**src/rtl/multicycle_control_pkg.sv**
```systemverilog
// Shared encodings for the multicycle controller and its datapath:
// FSM state codes, opcode values and mux/ALU select codes.
package multicycle_control_pkg;

  typedef enum logic [3:0] {
    S_FETCH  = 4'd0,
    S_DECODE = 4'd1,
    S_MEMADR = 4'd2,
    S_MEMRD  = 4'd3,
    S_MEMWB  = 4'd4,
    S_MEMWR  = 4'd5,
    S_EXEC   = 4'd6,
    S_RWB    = 4'd7,
    S_BRANCH = 4'd8,
    S_JUMP   = 4'd9,
    S_ADDIEX = 4'd10,
    S_ADDIWB = 4'd11,
    S_TRAP   = 4'd12
  } state_t;

  localparam logic [5:0] OP_RTYPE = 6'b000000;
  localparam logic [5:0] OP_LW    = 6'b100011;
  localparam logic [5:0] OP_SW    = 6'b101011;
  localparam logic [5:0] OP_BEQ   = 6'b000100;
  localparam logic [5:0] OP_J     = 6'b000010;
  localparam logic [5:0] OP_ADDI  = 6'b001000;

  localparam logic [1:0] ALUOP_ADD   = 2'b00;
  localparam logic [1:0] ALUOP_SUB   = 2'b01;
  localparam logic [1:0] ALUOP_FUNCT = 2'b10;

  localparam logic [1:0] PCSRC_ALU    = 2'b00;
  localparam logic [1:0] PCSRC_ALUOUT = 2'b01;
  localparam logic [1:0] PCSRC_JUMP   = 2'b10;

  localparam logic [1:0] SRCB_REG     = 2'b00;
  localparam logic [1:0] SRCB_FOUR    = 2'b01;
  localparam logic [1:0] SRCB_IMM     = 2'b10;
  localparam logic [1:0] SRCB_IMM_SHL = 2'b11;

endpackage

```
**src/rtl/multicycle_control.sv**
```systemverilog
// Multicycle CPU control FSM: sequences fetch/decode/execute/memory/writeback,
// drives datapath strobes and counts retired instructions.
//
// state  | meaning
// FETCH  | read instruction, PC+4; waits on mem_ready
// DECODE | register read, branch target compute; dispatch on opcode
// MEMADR | effective address for lw/sw
// MEMRD  | data read; waits on mem_ready
// MEMWB  | load writeback
// MEMWR  | data write; waits on mem_ready
// EXEC   | R-type ALU operation
// RWB    | R-type writeback
// BRANCH | beq compare and conditional PC update
// JUMP   | unconditional PC update
// ADDIEX | addi ALU operation
// ADDIWB | addi writeback
// TRAP   | illegal opcode; absorbing until reset
module multicycle_control
  import multicycle_control_pkg::*;
#(
  parameter int CNT_W = 16
) (
  input  logic             clk,
  input  logic             reset,
  input  logic [5:0]       opcode,
  input  logic             mem_ready,
  output logic             PCWrite,
  output logic             PCWriteCond,
  output logic             IorD,
  output logic             MemRead,
  output logic             MemWrite,
  output logic             MemtoReg,
  output logic             IRWrite,
  output logic             RegWrite,
  output logic             RegDst,
  output logic             ALUSrcA,
  output logic [1:0]       PCSource,
  output logic [1:0]       ALUOp,
  output logic [1:0]       ALUSrcB,
  output logic             trap,
  output logic [3:0]       state,
  output logic [CNT_W-1:0] instr_count
);

  state_t           state_q, state_d;
  logic [CNT_W-1:0] cnt_q, cnt_d;

  always_ff @(posedge clk or negedge reset) begin
    if (!reset) begin
      state_q <= S_FETCH;
      cnt_q   <= '0;
    end else begin
      state_q <= state_d;
      cnt_q   <= cnt_d;
    end
  end

  always_comb begin
    state_d = state_q;
    case (state_q)
      S_FETCH:  if (mem_ready) state_d = S_DECODE;
      S_DECODE: begin
        case (opcode)
          OP_RTYPE:     state_d = S_EXEC;
          OP_LW, OP_SW: state_d = S_MEMADR;
          OP_BEQ:       state_d = S_BRANCH;
          OP_J:         state_d = S_JUMP;
          OP_ADDI:      state_d = S_ADDIEX;
          default:      state_d = S_TRAP;
        endcase
      end
      S_MEMADR: state_d = (opcode == OP_LW) ? S_MEMRD : S_MEMWR;
      S_MEMRD:  if (mem_ready) state_d = S_MEMWB;
      S_MEMWB:  state_d = S_FETCH;
      S_MEMWR:  if (mem_ready) state_d = S_FETCH;
      S_EXEC:   state_d = S_RWB;
      S_RWB:    state_d = S_FETCH;
      S_BRANCH: state_d = S_FETCH;
      S_JUMP:   state_d = S_FETCH;
      S_ADDIEX: state_d = S_ADDIWB;
      S_ADDIWB: state_d = S_FETCH;
      S_TRAP:   state_d = S_TRAP;
      default:  state_d = S_TRAP;
    endcase
  end

  // Only the last state of an instruction ever re-enters FETCH, so that edge is retirement.
  always_comb begin
    cnt_d = cnt_q;
    if (state_d == S_FETCH && state_q != S_FETCH) cnt_d = cnt_q + CNT_W'(1);
  end

  always_comb begin
    PCWrite     = 1'b0;
    PCWriteCond = 1'b0;
    IorD        = 1'b0;
    MemRead     = 1'b0;
    MemWrite    = 1'b0;
    MemtoReg    = 1'b0;
    IRWrite     = 1'b0;
    RegWrite    = 1'b0;
    RegDst      = 1'b0;
    ALUSrcA     = 1'b0;
    PCSource    = PCSRC_ALU;
    ALUOp       = ALUOP_ADD;
    ALUSrcB     = SRCB_REG;
    case (state_q)
      S_FETCH: begin
        MemRead = 1'b1;
        ALUSrcB = SRCB_FOUR;
        // reset gates the only input-dependent strobes so nothing fires while held
        IRWrite = mem_ready & reset;
        PCWrite = mem_ready & reset;
      end
      S_DECODE: ALUSrcB = SRCB_IMM_SHL;
      S_MEMADR: begin
        ALUSrcA = 1'b1;
        ALUSrcB = SRCB_IMM;
      end
      S_MEMRD: begin
        MemRead = 1'b1;
        IorD    = 1'b1;
      end
      S_MEMWB: begin
        MemtoReg = 1'b1;
        RegWrite = 1'b1;
      end
      S_MEMWR: begin
        MemWrite = 1'b1;
        IorD     = 1'b1;
      end
      S_EXEC: begin
        ALUSrcA = 1'b1;
        ALUOp   = ALUOP_FUNCT;
      end
      S_RWB: begin
        RegDst   = 1'b1;
        RegWrite = 1'b1;
      end
      S_BRANCH: begin
        ALUSrcA     = 1'b1;
        ALUOp       = ALUOP_SUB;
        PCWriteCond = 1'b1;
        PCSource    = PCSRC_ALUOUT;
      end
      S_JUMP: begin
        PCWrite  = 1'b1;
        PCSource = PCSRC_JUMP;
      end
      S_ADDIEX: begin
        ALUSrcA = 1'b1;
        ALUSrcB = SRCB_IMM;
      end
      S_ADDIWB: RegWrite = 1'b1;
      default: ;
    endcase
  end

  assign trap        = (state_q == S_TRAP);
  assign state       = state_q;
  assign instr_count = cnt_q;

endmodule

```
**config.mk**
```make
export PLATFORM = sky130hd
export DESIGN_NAME = multicycle_control
export DESIGN_NICKNAME = d
export VERILOG_FILES = /design/src/rtl/multicycle_control_pkg.sv /design/src/rtl/multicycle_control.sv
export SDC_FILE = /design/constraint.sdc
export NUM_CORES = 1
export LEC_CHECK = 0
export ABC_CLOCK_PERIOD_IN_PS = 6500
export CELL_PAD_IN_SITES_DETAIL_PLACEMENT = 0
export CELL_PAD_IN_SITES_GLOBAL_PLACEMENT = 1
export CORE_ASPECT_RATIO = 0.75
export CORE_MARGIN = 2
export CORE_UTILIZATION = 35
export DETAILED_ROUTE_END_ITERATION = 8
export GPL_ROUTABILITY_DRIVEN = 0
export GPL_TIMING_DRIVEN = 0
export PLACE_DENSITY_LB_ADDON = 0.1
export SLEW_MARGIN = 30
export SYNTH_ARGS = -nofsm -noshare
export SYNTH_HDL_FRONTEND = slang
export SYNTH_SLANG_ARGS = --single-unit
```
**constraint.sdc**
```tcl
create_clock -name clk -period 6.5 [get_ports clk]
set_input_delay 1.3 -clock clk [delete_from_list [all_inputs] [get_ports clk]]
set_output_delay 1.3 -clock clk [all_outputs]
set_load 0.01 [all_outputs]
```
Word-level counts from Yosys, hierarchy flattened --
Index checks and enable logic that the tools add are counted.
Storage, ports and cells: register bits 20, bits in latches 0, RAM bits 0, memory bits (read-only) 0, input bits 9, output and inout bits 37, logic and storage cells 52, memories 0
Cells by class: add/sub/neg operators 1, multipliers 0, div/mod/pow operators 0, magnitude comparators 0, equality and inequality tests 17, shift-type cells 0, mux-type cells 19, bitwise operators 1, reductions and logical operators 12
Operators by type and width (number):
- $pmux W4 S8 | 1
- $eq A4 B4 Y1 const B | 5
- $pmux W4 S5 | 1
- $add A16 B1 Y16 const B | 1
- $eq A4 B3 Y1 const B | 4
- $eq A6 B6 Y1 const B | 2
- $mux W4 | 3
- $mux W1 | 9
- $eq A4 B2 Y1 const B | 2
- $logic_not A4 Y1 | 2
- $pmux W2 S2 | 2
- $reduce_or A2 Y1 | 4
- $eq A6 B2 Y1 const B | 1
- $eq A6 B3 Y1 const B | 1
- $eq A6 B4 Y1 const B | 1
- $logic_not A6 Y1 | 1
- $pmux W2 S3 | 1
- $reduce_or A5 Y1 | 1
- $eq A4 B1 Y1 const B | 1
- $reduce_bool A4 Y1 | 1
- $reduce_or A4 Y1 | 1
- $mux W3 | 1
- $reduce_or A3 Y1 | 1
- $pmux W1 S2 | 1
- other kinds (2) | 2

Depth between registers and ports, before layout --
Gate-level depths: netlist of run 1.
word-level depth 6, depth in mapped cells 9, depth with buffers taken out 6

Worst setup path after synthesis of run 1 --
No wires, ideal clock.
kind input to output, start point input reset, end point output PCWrite, arrival time 1833 ps, data required time 5200 ps, setup slack 3367 ps, stages 3, path buffers 0, cells stage by stage nand2_1 > nor3_1 > or2_2
On the way: word-level cells in the longest chain between the ends 2
RTL lines:
- start, declared | RTL line multicycle_control.sv:24 | input logic reset,
- $and A1 B1 Y1 | RTL line multicycle_control.sv:113 | PCWrite = mem_ready & reset;
- $pmux W1 S2 | RTL line multicycle_control.sv:107 | case (state_q)
- end, declared | RTL line multicycle_control.sv:27 | output logic PCWrite,
Every way passes these cells.

Worst setup path in the final report of run 1 --
start point input mem_ready, end point output PCWrite
On the way: word-level cells in the longest chain between the ends 2
RTL lines:
- start, declared | RTL line multicycle_control.sv:26 | input logic mem_ready,
- $and A1 B1 Y1 | RTL line multicycle_control.sv:113
- $pmux W1 S2 | RTL line multicycle_control.sv:107
Every way passes these cells.

==> results of run 1 <==
## worst max-delay path: stages
cell             delay [ns]
clkdlybuf4s50_1        0.59
nand2_1                0.08
nor3_1                 0.21
or2_2                  0.15
clkdlybuf4s50_1        0.52
## cell usage in the layout (no fill, tap or decap), types with 2 or more instances in the layout
master,synthesis,layout
o21ai_0,7,7
xnor2_1,16,16
nand2_1,6,6
nand4_1,10,10
clkbuf_8,0,3
nor3_1,5,5
dfrtp_1,20,20
buf_4,2,2
nor2_1,10,10
nor4bb_1,2,2
clkbuf_1,5,5
or2_2,3,3
nor3b_1,4,4
clkdlybuf4s50_1,0,44
nand3_1,5,5
and3_1,6,6
a21oi_1,3,3
and2_1,4,4
nand2b_1,5,5
buf_2,2,3
## kinds of logic (layout without fill, tap and decap cells)
group | after synthesis | in the layout | synth area share (%)
compound gates | 20 | 20 | 10.4
fa+ha+maj | 1 | 1 | 0.947
xor+xnor | 17 | 17 | 11.3
buf+inv | 11 | 59 | 4.45
flops | 20 | 20 | 37.9
simple gates | 72 | 72 | 33.9
mux | 1 | 1 | 1.14
## worst paths after layout
path,start,end,slack [ns],depth (start not counted)
setup / recovery,mem_ready,PCWrite,2.35,5
hold / removal,instr_count[15]$_DFFE_PN0P_,instr_count[15]$_DFFE_PN0P_,0.48,1
setup reg to reg,state[2]$_DFF_PN0_,instr_count[9]$_DFFE_PN0P_,4.07,8
hold reg to reg,instr_count[15]$_DFFE_PN0P_,instr_count[15]$_DFFE_PN0P_,0.48,1
max in group asynchronous,reset,instr_count[10]$_DFFE_PN0P_,5.20,1
min in group asynchronous,reset,instr_count[11]$_DFFE_PN0P_,0.99,1
## metal layers
layer	share of wire, %	vias up	wire length (um)	global-route usage [%]
met2	42	41	1360	23.6
li1	-	610	-	-
met5	0	-	0	0
met4	0.52	0	17	3.32
met3	7.5	3	244	4.59
met1	50	584	1650	25.5
## final cells by class
type                            instances  area (um2)  area share, %
Multi-Input combinational cell        111         762           40.7
Timing Repair Buffer                   45         445           23.8
Sequential cell                        20         500           26.7
Inverter                                1        3.75          0.200
Clock buffer                            3        41.3           2.20
Buffer                                 10        55.1           2.94
Tap cell                               52        65.1           3.47
## sequential cells by signal, summed over array words and instances (netlist names)
name / cells
instr_count: 16
state: 4
## power by group
| group | internal, mW | leakage, nW | switching (mW) |
|---|---|---|---|
| Combinational | 0.236 | 0.448 | 0.218 |
| Sequential | 0.151 | 0.267 | 0.0338 |
| Clock | 0.0413 | 0.0216 | 0.0388 |
| Total | 0.428 | 0.737 | 0.291 |
==> results.yml, run 1 <==
logic_synthesis:
  syn_area_um2: 1320
  synth_nets: 152
  yosysUniqueCellTypes: 45
  ys_seq_elements: 20
  synth-edff-count: 0
  synth_area_leader_cell: "dfrtp_1"
  synth_commonest_cells: "dfrtp_1, xnor2_1, nand4_1, nor2_1, o21ai_0"
  synth_cells: 142
  async_flop_share_pct: 100
  synth-seq-area-share_pct: 37.9
  yosys_most_used_dff: "dfrtp_1"
  synth_top_area_share_pct: 37.9
  syn_avg_cell_area_um2: 9.30
  synth.most_common_cell: "dfrtp_1"
  yosysWarnings: 0
  synth_area_leaders: "dfrtp_1, xnor2_1, nand4_1"
floorplan:
  num_io_pins: 46
  core_area_um2: 3640
  die_area_um2: 4290
  start_util_pct: 36.3
  fp-row-count: 19
  die_h_um: 57.2
  die_x_um: 74.9
drt:
  wl_per_cell_um: 13.5
  firstDrtPassIters: 4
  drt_wl_total_um: 3260
  vias: 1238
  ant_nets: 0
  vias_per_cell: 5.12
  drt_iter0_drc: 77
  drc: 0
timing:
  fin_worst_skew_ns: 0.00653
  tightest_slew_ns: 0.614
  setup_viol: 0
  max_slew_margin_pct: 58.6
  max_freq_mhz: 241
  rsz0062_at_grt: "false"
  worst_hold_slack_ns: 0.483
  slew_viol_final: 0
  finalHoldViolCount: 0
  finalSetupTns_ns: 0
  period_share_pct: 63.9
  worst_slack_ns: 2.35
  period_minus_slack_ns: 4.15
global_route:
  antenna_found_initial: 0
  first_global_vias: 1158
  grt_pass1_wl_um: 5450
  grt_usage_pct: 16.7
  grt_max_degree: 22
  overflow: 0
setup_path:
  criticalPathCategory: "input port to output port"
  crit_arrival_ns: 2.85
  cp_max_fo: 7
  startpoint_type: "input port"
  critPathRequiredTime_ns: 5.20
  cp-end-kind: "output port"
power_and_ir_drop:
  p_leak_nw: 0.737
  peakVddDrop_v: 0.000267
  power.total_mw: 0.719
  power_density_nw_per_um2: 384
layout:
  design_area_um2: 1870
  final_nets: 202
  fin_cells: 242
  area_growth_pct: 41.8
  drive_above_1_share_pct: 10.0
  fillers: 352
  post-route-util_pct: 51.5
  antennaDiodeCount: 0
clock_tree:
  cts_setup_buffers: 0
  root_buffer: "clkbuf_8"
  insertion_delay_ns: 0.26
  cts_resized: 0
  clk_pin_slew_ns: 0.07
  hold_buffers: 0
  clock_path_buffers: 2
  cts_buffers: 3
  cts_tree: "yes"
  cts_sinks: 20
  htree_levels: 1
placed_design:
  place_inst: 239
  dp_hpwl_um: 2600
  place_area_um2: 1840
  place_ws_ns: 1.71
  portBuffers: 45
flow_run:
  max-cap-violations: 0
status:
  status: "complete, no violations"
min_path:
  hp-class: "register to register"
(Power assumes the default switching activity.)
==> run 2, diff against run 1 <==
--- a/config.mk
+++ b/config.mk
@@ -5,12 +5,12 @@
 export SDC_FILE = /design/constraint.sdc
 export NUM_CORES = 1
 export LEC_CHECK = 0
-export ABC_CLOCK_PERIOD_IN_PS = 6500
+export ABC_CLOCK_PERIOD_IN_PS = 4270
 export CELL_PAD_IN_SITES_DETAIL_PLACEMENT = 0
 export CELL_PAD_IN_SITES_GLOBAL_PLACEMENT = 1
 export CORE_ASPECT_RATIO = 0.75
 export CORE_MARGIN = 2
-export CORE_UTILIZATION = 35
+export CORE_UTILIZATION = 33
 export DETAILED_ROUTE_END_ITERATION = 8
 export GPL_ROUTABILITY_DRIVEN = 0
 export GPL_TIMING_DRIVEN = 0
==> constraint.sdc (replaced) <==
create_clock -name clk -period 4.27 [get_ports clk]
set_input_delay 0.854 -clock clk [delete_from_list [all_inputs] [get_ports clk]]
set_output_delay 0.854 -clock clk [all_outputs]
set_load 0.01 [all_outputs]
==> results.yml, run 2 (same netlist as run 1, synthesis figures left out) <==
drt:
  wl_per_cell_um: 13.3
  vias: 1221
  drt_iter0_drc: 62
  firstDrtPassIters: 4
  vias_per_cell: 5.02
  drt_wl_total_um: 3240
  drc: 0
  ant_nets: 0
min_path:
  hp-class: "register to register"
  worstHoldStart: "instr_count[15]$_DFFE_PN0P_"
layout:
  multiInputGateArea_um2: 762
  fin_cells: 243
  drive_above_1_share_pct: 10.5
  largest_reg_flops: 16
  antennaDiodeCount: 0
  layout_commonest_cell: "clkdlybuf4s50_1"
  fillers: 369
  final_cell_mix: "clkdlybuf4s50_1, dfrtp_1, xnor2_1"
  design_area_um2: 1890
  area_growth_pct: 42.8
  post-route-util_pct: 50.2
  seq_area_um2: 500
  final_nets: 202
status:
  status: "complete, no violations"
clock_tree:
  clock_path_buffers: 2
  insertion_delay_ns: 0.25
  cts_buffers: 3
  root_buffer: "clkbuf_8"
  htree_levels: 1
  clk_pin_slew_ns: 0.07
  cts_setup_buffers: 0
  cts_sinks: 20
  cts_tree: "yes"
  hold_buffers: 0
  cts_resized: 0
floorplan:
  num_io_pins: 46
  die_h_um: 58.8
  fp-row-count: 19
  die_area_um2: 4530
  die_x_um: 77.1
  core_area_um2: 3760
  start_util_pct: 35.2
placed_design:
  portBuffers: 45
  dp_hpwl_um: 2540
  place_inst: 239
  place_area_um2: 1840
setup_path:
  r2r_slack_ns: 1.78
  crit_top_cell: "clkdlybuf4s50_1"
  rr_worst_depth: 8
  crit_chain: "clkdlybuf4s50_1, nand2_1, nor3_1, or2_2, clkdlybuf4s50_1"
  crit_arrival_ns: 2.44
  timing.critical_path.from: "mem_ready"
  startpoint_type: "input port"
  critPathRequiredTime_ns: 3.42
  cp_max_fo: 7
  criticalPathCategory: "input port to output port"
  slowest_delay_ns: 0.60
  critPathCapture: "PCWrite"
  cpMaxStageDelayCell: "clkdlybuf4s50_1"
  cp-end-kind: "output port"
  r2r_start: "state[2]$_DFF_PN0_"
  worstReg2RegEnd: "instr_count[9]$_DFFE_PN0P_"
power_and_ir_drop:
  p_comb_share_pct: 62.1
  power_density_nw_per_um2: 590
  pwr-share-seq_pct: 25.2
  p_int_mw: 0.671
  power.total_mw: 1.11
  switching_power_mw: 0.443
  clock_power_share_pct: 12.7
  p_leak_nw: 0.744
  peakVddDrop_v: 0.000394
  power.share.switching_pct: 39.8
global_route:
  grt_max_degree: 22
  grt_usage_pct: 14.2
  overflow: 0
  antenna_found_initial: 0
  grt_pass1_wl_um: 5130
  first_global_vias: 1051
timing:
  fin_worst_skew_ns: 0.00135
  tightest_slew_ns: 0.610
  rsz0062_at_grt: "false"
  slew_viol_final: 0
  max_freq_mhz: 304
  max_slew_margin_pct: 58.8
  period_minus_slack_ns: 3.29
  setup_viol: 0
  period_share_pct: 77.1
  finalHoldViolCount: 0
  finalSetupTns_ns: 0
flow_run:
  max-cap-violations: 0
-- run 2: cell count changes in the layout (fill, tap and decap cells not counted), sizes merged --
cell	previous run	this run
clkbuf	8	9
-- run 2: worst min-delay path by stage --
stage	slack, ns	cells past startpoint	end
floorplan	0.51	1	instr_count[15]$_DFFE_PN0P_
global placement	0.46	1	instr_count[15]$_DFFE_PN0P_
detailed placement	0.46	1	instr_count[15]$_DFFE_PN0P_
CTS	0.48	1	instr_count[15]$_DFFE_PN0P_
global route	0.50	1	instr_count[15]$_DFFE_PN0P_
finish	0.47	1	instr_count[15]$_DFFE_PN0P_
-- run 2: power by group through the flow --
stage / clock network, mW / registers (mW) / logic, mW
floorplan: 0 / 0.291 / 0.397
global placement: 0 / 0.282 / 0.691
detailed placement: 0 / 0.283 / 0.695
CTS: 0.147 / 0.280 / 0.699
global route: 0.154 / 0.289 / 0.752
finish: 0.141 / 0.281 / 0.692
-- run 2: through the flow --
stage	worst slack (ns)	hold slack [ns]
floorplan	1.62	0.507
finish	0.977	0.474
global route	0.908	0.500
detailed placement	0.362	0.464
global placement	0.420	0.458
CTS	0.357	0.478
-- run 2: critical path, delay by kind of cell --
family	cells	cell delay (ns)
buf+inv	2	1.12
simple gates	3	0.46
-- run 2: per-layer routing --
metal | routed length, um | share of wire, % | GRT usage (%)
met4 | 9 | 0.28 | 2.30
met1 | 1720 | 53 | 21.8
met5 | 0 | 0 | 0
met3 | 223 | 6.9 | 3.68
met2 | 1290 | 40 | 20.3
-- run 2: area by class of cell --
cell class	instances	area share [%]
multi-input cells	111	40.4
plain buffers	10	2.92
well taps	52	3.45
flip-flops and latches	20	26.5
repair buffers	45	23.6
clock buffers	4	2.92
inverters	1	0.199
==> run 3, diff against run 2 <==
--- a/config.mk
+++ b/config.mk
@@ -5,7 +5,7 @@
 export SDC_FILE = /design/constraint.sdc
 export NUM_CORES = 1
 export LEC_CHECK = 0
-export ABC_CLOCK_PERIOD_IN_PS = 4270
+export ABC_CLOCK_PERIOD_IN_PS = 3200
 export CELL_PAD_IN_SITES_DETAIL_PLACEMENT = 0
 export CELL_PAD_IN_SITES_GLOBAL_PLACEMENT = 1
 export CORE_ASPECT_RATIO = 0.75
==> constraint.sdc (replaced) <==
create_clock -name clk -period 3.2 [get_ports clk]
set_input_delay 0.64 -clock clk [delete_from_list [all_inputs] [get_ports clk]]
set_output_delay 0.64 -clock clk [all_outputs]
set_load 0.01 [all_outputs]
==> results of run 3 <==
Same layout as run 2 (identical final DEF). Status: complete, no violations.
Among the figures that moved: setup slack after placement 0.362 ns -> -0.280 ns; number of gates resized after CTS 0 -> 2; setup slack after layout 0.977 ns -> 0.273 ns; hold slack 0.474 ns -> 0.326 ns; start point of the critical path mem_ready -> opcode[0]; end point of the critical path PCWrite -> instr_count[9]$_DFFE_PN0P_; register-to-register setup slack 1.78 ns -> 0.71 ns; total power 1.11 mW -> 1.49 mW; worst IR drop on VDD 0.000394 V -> 0.000525 V
